$ cat src/rtl/mux_arb_ctrl.sv
// mux_arb_ctrl
//   Arbitrates two valid/ready requesters onto one registered output word.
//   A combinational round-robin winner drives a 2:1 data mux, and the
//   selected word is captured into out_data on accept. A two-state FSM
//   (IDLE / HOLD) tracks whether out_data holds an unconsumed word.
//
// Handshake: a word moves whenever valid and ready are both 1 at a rising
//   clk edge. For requesters, ready is combinational (zero-cycle latency).
//   For the output side, out_valid is registered.
//
// Parameters
//   WIDTH        data width of each requester and of out_data
// Ports
//   clk          clock, rising edge
//   rst_n        asynchronous active-low reset
//   req0_valid   requester 0 offers req0_data
//   req0_data    requester 0 payload (mux d0)
//   req0_ready   requester 0 word accepted this cycle
//   req1_valid   requester 1 offers req1_data
//   req1_data    requester 1 payload (mux d1)
//   req1_ready   requester 1 word accepted this cycle
//   out_valid    out_data holds a valid word (FSM is in HOLD)
//   out_data     registered mux output
//   out_ready    downstream consumes out_data when out_valid=1
//   out_src      requester index of the word in out_data
//   sel          mux select driven this cycle (1 = requester 1)
//   xfer_count   number of accepted words, wraps at 16 bits
//
// Build option
//   MUX_ARB_REV_GATE_EN  when defined, the winner logic and the per-bit data
//                        mux are built from Toffoli-based reversible cells.
//                        Port behaviour is identical in both builds.

`ifdef MUX_ARB_REV_GATE_EN
// Toffoli cell: the controls pass through unchanged, so only the target is
// modelled.
module mux_arb_toffoli (
   input  logic a,
   input  logic b,
   input  logic c,
   output logic t
);
   assign t = c ^ (a & b);
endmodule

// NOT uses controls tied to 1.
module mux_arb_rev_not (
   input  logic a,
   output logic y
);
   mux_arb_toffoli u_t (.a(1'b1), .b(1'b1), .c(a), .t(y));
endmodule

// AND uses a target ancilla tied to 0.
module mux_arb_rev_and (
   input  logic a,
   input  logic b,
   output logic y
);
   mux_arb_toffoli u_t (.a(a), .b(b), .c(1'b0), .t(y));
endmodule

// OR is built by De Morgan: ~(~a & ~b).
module mux_arb_rev_or (
   input  logic a,
   input  logic b,
   output logic y
);
   logic na, nb, nab;
   mux_arb_rev_not u_na (.a(a), .y(na));
   mux_arb_rev_not u_nb (.a(b), .y(nb));
   mux_arb_rev_and u_an (.a(na), .b(nb), .y(nab));
   mux_arb_rev_not u_y  (.a(nab), .y(y));
endmodule

// 2:1 mux: y = (s & d1) | (~s & d0).
module mux_arb_rev_mux2 (
   input  logic s,
   input  logic d0,
   input  logic d1,
   output logic y
);
   logic ns, p0, p1;
   mux_arb_rev_not u_ns (.a(s), .y(ns));
   mux_arb_rev_and u_p0 (.a(ns), .b(d0), .y(p0));
   mux_arb_rev_and u_p1 (.a(s), .b(d1), .y(p1));
   mux_arb_rev_or  u_y  (.a(p0), .b(p1), .y(y));
endmodule
`endif

module mux_arb_ctrl #(
   parameter int WIDTH = 8
) (
   input  logic             clk,
   input  logic             rst_n,
   input  logic             req0_valid,
   input  logic [WIDTH-1:0] req0_data,
   output logic             req0_ready,
   input  logic             req1_valid,
   input  logic [WIDTH-1:0] req1_data,
   output logic             req1_ready,
   output logic             out_valid,
   output logic [WIDTH-1:0] out_data,
   input  logic             out_ready,
   output logic             out_src,
   output logic             sel,
   output logic [15:0]      xfer_count
);

   typedef enum logic {
      IDLE = 1'b0,
      HOLD = 1'b1
   } state_t;

   state_t           state;
   state_t           state_next;
   logic             last_grant;
   logic             sel_q;
   logic             has_win;
   logic             win_idx;
   logic             load_ok;
   logic             accept;
   logic [WIDTH-1:0] mux_data;

`ifdef MUX_ARB_REV_GATE_EN
   logic both, n_lg, n_both, tie_pick, solo_pick;

   mux_arb_rev_and u_both  (.a(req0_valid), .b(req1_valid), .y(both));
   mux_arb_rev_not u_nlg   (.a(last_grant), .y(n_lg));
   mux_arb_rev_not u_nboth (.a(both), .y(n_both));
   mux_arb_rev_and u_tie   (.a(both), .b(n_lg), .y(tie_pick));
   mux_arb_rev_and u_solo  (.a(n_both), .b(req1_valid), .y(solo_pick));
   mux_arb_rev_or  u_win   (.a(tie_pick), .b(solo_pick), .y(win_idx));
   mux_arb_rev_or  u_has   (.a(req0_valid), .b(req1_valid), .y(has_win));

   for (genvar i = 0; i < WIDTH; i++) begin : g_mux
      mux_arb_rev_mux2 u_mux (
         .s (sel),
         .d0(req0_data[i]),
         .d1(req1_data[i]),
         .y (mux_data[i])
      );
   end
`else
   // On a tie the requester not granted last wins; otherwise the single
   // valid requester wins.
   assign has_win  = req0_valid | req1_valid;
   assign win_idx  = (req0_valid & req1_valid) ? ~last_grant : req1_valid;
   assign mux_data = sel ? req1_data : req0_data;
`endif

   assign load_ok = (state == IDLE) || out_ready;

   // Gating with rst_n keeps readies and sel at 0 while reset is held,
   // even though requests may still be asserted.
   assign accept     = rst_n & load_ok & has_win;
   assign sel        = rst_n & (has_win ? win_idx : sel_q);
   assign req0_ready = accept & ~win_idx;
   assign req1_ready = accept & win_idx;
   assign out_valid  = (state == HOLD);

   always_comb begin
      state_next = state;
      if (accept) begin
         state_next = HOLD;
      end else if ((state == HOLD) && out_ready) begin
         state_next = IDLE;
      end
   end

   always_ff @(posedge clk or negedge rst_n) begin
      if (!rst_n) begin
         state      <= IDLE;
         out_data   <= '0;
         out_src    <= 1'b0;
         sel_q      <= 1'b0;
         last_grant <= 1'b1;
         xfer_count <= 16'h0000;
      end else begin
         state <= state_next;
         sel_q <= sel;
         if (accept) begin
            out_data   <= mux_data;
            out_src    <= sel;
            last_grant <= sel;
            xfer_count <= xfer_count + 16'h0001;
         end
      end
   end

endmodule

$ cat config.mk
export PLATFORM = sky130hd
export DESIGN_NAME = mux_arb_ctrl
export DESIGN_NICKNAME = d
export VERILOG_FILES = /design/src/rtl/mux_arb_ctrl.sv
export SDC_FILE = /design/constraint.sdc
export NUM_CORES = 1
export LEC_CHECK = 0
export BUFFER_PORTS_ARGS = -buffer_cell sky130_fd_sc_hd__buf_4
export CAP_MARGIN = 20
export CELL_PAD_IN_SITES_DETAIL_PLACEMENT = 0
export CELL_PAD_IN_SITES_GLOBAL_PLACEMENT = 2
export CORE_MARGIN = 2
export CORE_UTILIZATION = 31
export DETAILED_ROUTE_END_ITERATION = 10
export MAX_ROUTING_LAYER = met4
export PLACE_DENSITY_LB_ADDON = 0.1
export SYNTH_ARGS = -nofsm -noshare
export SYNTH_HDL_FRONTEND = slang
export SYNTH_SLANG_ARGS = --single-unit
$ cat constraint.sdc
create_clock -name clk -period 3.99 [get_ports clk]
set_clock_uncertainty 0.1 [all_clocks]
set_input_delay 0.9975 -clock clk [delete_from_list [all_inputs] [get_ports clk]]
set_output_delay 0.9975 -clock clk [all_outputs]
set_load 0.03 [all_outputs]
[Word-level counts from Yosys, hierarchy flattened]
Cells that the tools add are included.
Word-level totals
  flip-flop bits (word level): 28
  bits in latches: 0
  bits in writable memories: 0
  memory bits (read-only): 0
  input bits: 21
  output and inout bits: 29
  logic and storage cells: 25
  memories kept: 0
Operators by class
  $add $sub $neg: 1
  multiply operators: 0
  divide/modulo/power cells: 0
  magnitude comparators: 0
  equality and inequality tests: 0
  shift-type cells: 0
  mux-type cells: 5
  bitwise logic cells: 10
  reduce and logical (&&, ||, !) cells: 3
Operators with widths (number)
  adder 16 x 1 -> 16 bit (second input constant): 1
  2-to-1 mux 8 bit: 1
  AND 1 bit: 6
  2-to-1 mux 1 bit: 4
  inverter 1 bit: 3
  nonzero test 2 bit: 1
  logical AND 1 bit: 1
  logical OR 1 bit: 1
  OR 1 bit: 1

[Depth between registers and ports, before layout]
  word-level depth: 5
  mapped depth: 5
  depth with buffers taken out: 4

[Worst setup path before layout]
OpenSTA, ideal clock, no wires.
  path kind: input to output
  from: input out_ready
  to: output req0_ready
  arrival: 1.633 ns
  data required time: 2.893 ns
  path slack: 1.260 ns
  stages: 3
  path buffers: 0
  cell sequence: nand2b_1 > and2_1 > and3b_1
Between the ends
  cells in the longest elaborated chain, start to end: 4
RTL lines
  start: declaration: line 104  | input logic out_ready,
  logical OR 1 bit: line 152  | assign load_ok = (state == IDLE) || out_ready;
  AND 1 bit (2 in a row): line 156  | assign accept = rst_n & load_ok & has_win;
  AND 1 bit: line 158  | assign req0_ready = accept & ~win_idx;
  end: declaration: line 98  | output logic req0_ready,
Every way passes these cells.

[Final worst setup path]
  from: input rst_n
  to: output sel
Between the ends
  cells in the longest elaborated chain, start to end: 1
RTL lines
  start: declaration: line 95  | input logic rst_n,
  AND 1 bit: line 157  | assign sel = rst_n & (has_win ? win_idx : sel_q);
  end: declaration: line 106  | output logic sel,
Every way passes these cells.

==> flow_summary.ini <==
[outcome]
status = completed

[critical_path]
ff2ff_setup_slack_ps = 2190
endpoint_kind = output pin
r2r_cells = 4
worstPathArrival_ps = 1930
start_kind = primary input
crit_type = primary input to output pin
reg2reg_from = xfer_count[0]
path_max_fanout = 33
rr_endpoint = xfer_count[8]
critical_path_required_ps = 2890

[clocking]
cts_tree = done
cts_root_buf = clkbuf_8
ctsHoldBuffers = 0
clockBufferDepth = 2
post_cts_buffers = 0
cts_buffers = 3
clock_latency_ps = 280
cts_resized = 0
htree_levels = 1
cts.sinks = 28
clk_pin_slew_worst_paths_ps = 90

[place]
dp_cells = 216
io_buffers = 49
dp_hpwl_um = 2000
gp_congestion = 0.682

[timing]
final_max_slew_viol_count = 0
max_freq_mhz = 330
finalHoldViolCount = 0
setup_viol = 0
min_period_over_period = 0.759
period_minus_slack_ps = 3030
tns_ps = 0
tightest_slew_ps = 656
relSlewSlack = 0.562
rsz0062_at_grt = false

[finish]
antenna_cells = 0
ff_latch_area_sq_um = 702
multi_input_area_sq_um = 583
drive_above_1_share = 0.365
fill_cells = 415
nets = 193
fin_cells = 220
area_delta_synth_final_pct = 37.5

[routing]
detail-route-antenna-nets = 0
drc = 0
dr.pass1.iters = 3
drt_iter0_drc = 45
vias = 1053
wl_um = 2840
via_per_inst = 4.79
wl_per_cell_um = 12.9

[synth]
synth.avg_cell_area_sq_um = 11.1
synth_edf_count = 0
netlist.area_leader.share = 0.513
synthFlopType = dfrtp_1
yosysTopAreaCell = dfrtp_1
synth.cells.most_frequent = dfrtp_1 (27), nand2_1 (14), nor2_1 (9), xor2_1 (9)
ys_warn_count = 0
synth_most_common_cell = dfrtp_1
syn_nets = 141
yosys-top-cells-area = dfrtp_1 (51%), mux2i_1 (6.1%), xor2_1 (6.0%), nand2_1 (4.0%), xnor2_1 (4.0%)
synth-seq-area-share = 0.533
yosysUniqueCellTypes = 31
synthArstFlopShare = 1.00
ys_seq_elements = 28
syn_area_sq_mm = 0.00132
synth_cells = 119

[min_path]
worst_hold_path.endpoint = xfer_count[15]
min-delay-path-class = register to register
worstHoldStart = xfer_count[15]
hold_depth = 1

[floorplan]
rows = 23
core_area_sq_mm = 0.00406
die_w_um = 69.2
die-height_um = 69.2
io_pins = 50
start_util = 0.324
dieArea_sq_mm = 0.00478

[pwr]
clkPwrFrac = 0.244
power_leakage_nw = 0.912
switching_share = 0.363
power_frac_comb = 0.336
power.density_mw_per_mm2 = 516
p_sw_mw = 0.339
intPower_mw = 0.595
pwr-share-seq = 0.420
ir_drop_mv = 0.147

[grt]
grt_usage = 0.130
antenna_found_initial = 0
grt_pass1_wl_um = 4920
grt_max_degree = 34
grt_pass1_vias = 1024
grt_overflow = 0

[flow_run]
cap_viol_max_count = 0
## area by class of cell
type | count | area share
tap | 50 | 0.0346
timing repair buffer | 50 | 0.207
multi-input combinational | 84 | 0.322
sequential | 28 | 0.388
clock buffer | 3 | 0.0228
inverter | 4 | 0.00830
clock inverter | 1 | 0.0166
## cells in the final DEF, fill, tap and decap left out, drive strengths merged, types with 5 or more instances in the layout
| cell | instances |
|---|---|
| nor2 | 9 |
| mux2i | 8 |
| xor2 | 9 |
| nand2 | 14 |
| a21oi | 8 |
| xnor2 | 6 |
| buf | 50 |
| dfrtp | 27 |
| nand3 | 5 |
## sequential cells by signal, summed over array words and instances (netlist names)
signal / count
out_src: 1
out_valid: 1
xfer_count: 16
last_grant: 1
sel_q: 1
out_data: 8
## per-stage QoR
stage	instance area [sq um]	util	total power, mW	hold slack (ps)	setup WS [ps]
CTS	1810	0.446	0.944	379	929
finish	1810	0.446	0.933	373	962
floorplan	1320	-	0.582	347	1260
global placement	1740	0.428	0.712	357	957
global route	1810	0.446	0.984	421	860
detailed placement	1740	0.428	0.715	362	929
## critical path: stages
cell     delay, ps
buf_4          350
o21ai_1        120
buf_4          210
inv_1           80
buf_4          150
## logic make-up (layout without fill, tap and decap cells)
kind of cell / after synthesis / count (layout) / synth area share
simple gates: 47 / 47 / 0.207
flops: 28 / 28 / 0.533
xor+xnor: 15 / 15 / 0.0998
compound gates: 13 / 13 / 0.0656
mux: 8 / 8 / 0.0608
buf+inv: 7 / 58 / 0.0238
fa+ha+maj: 1 / 1 / 0.00950
## power by group through the flow
stage          combinational (mW)  clock [mW]  sequential [mW]
2_1_floorplan              0.0959           0            0.487
3_3_place_gp                0.315           0            0.397
3_5_place_dp                0.318           0            0.397
4_1_cts                     0.318       0.233            0.393
5_1_grt                     0.338       0.244            0.402
6_report                    0.314       0.228            0.392
## layer usage
| layer | vias to the layer above | track usage | wire, um |
|---|---|---|---|
| met4 | 0 | 0.0523 | 57 |
| met5 | - | - | 0 |
| met2 | 32 | 0.214 | 1360 |
| met1 | 503 | 0.159 | 1300 |
| li1 | 514 | - | - |
| met3 | 4 | 0.0190 | 127 |
## how the worst max path moves through the flow
stage               from          to  slack [ps]  cells after the start
6_report           rst_n         sel         960                      5
2_1_floorplan  out_ready  req0_ready        1260                      3
5_1_grt            rst_n         sel         860                      5
4_1_cts            rst_n         sel         930                      5
3_3_place_gp       rst_n         sel         960                      5
3_5_place_dp       rst_n         sel         930                      5
Note: power is estimated with default switching activity, not from simulation.
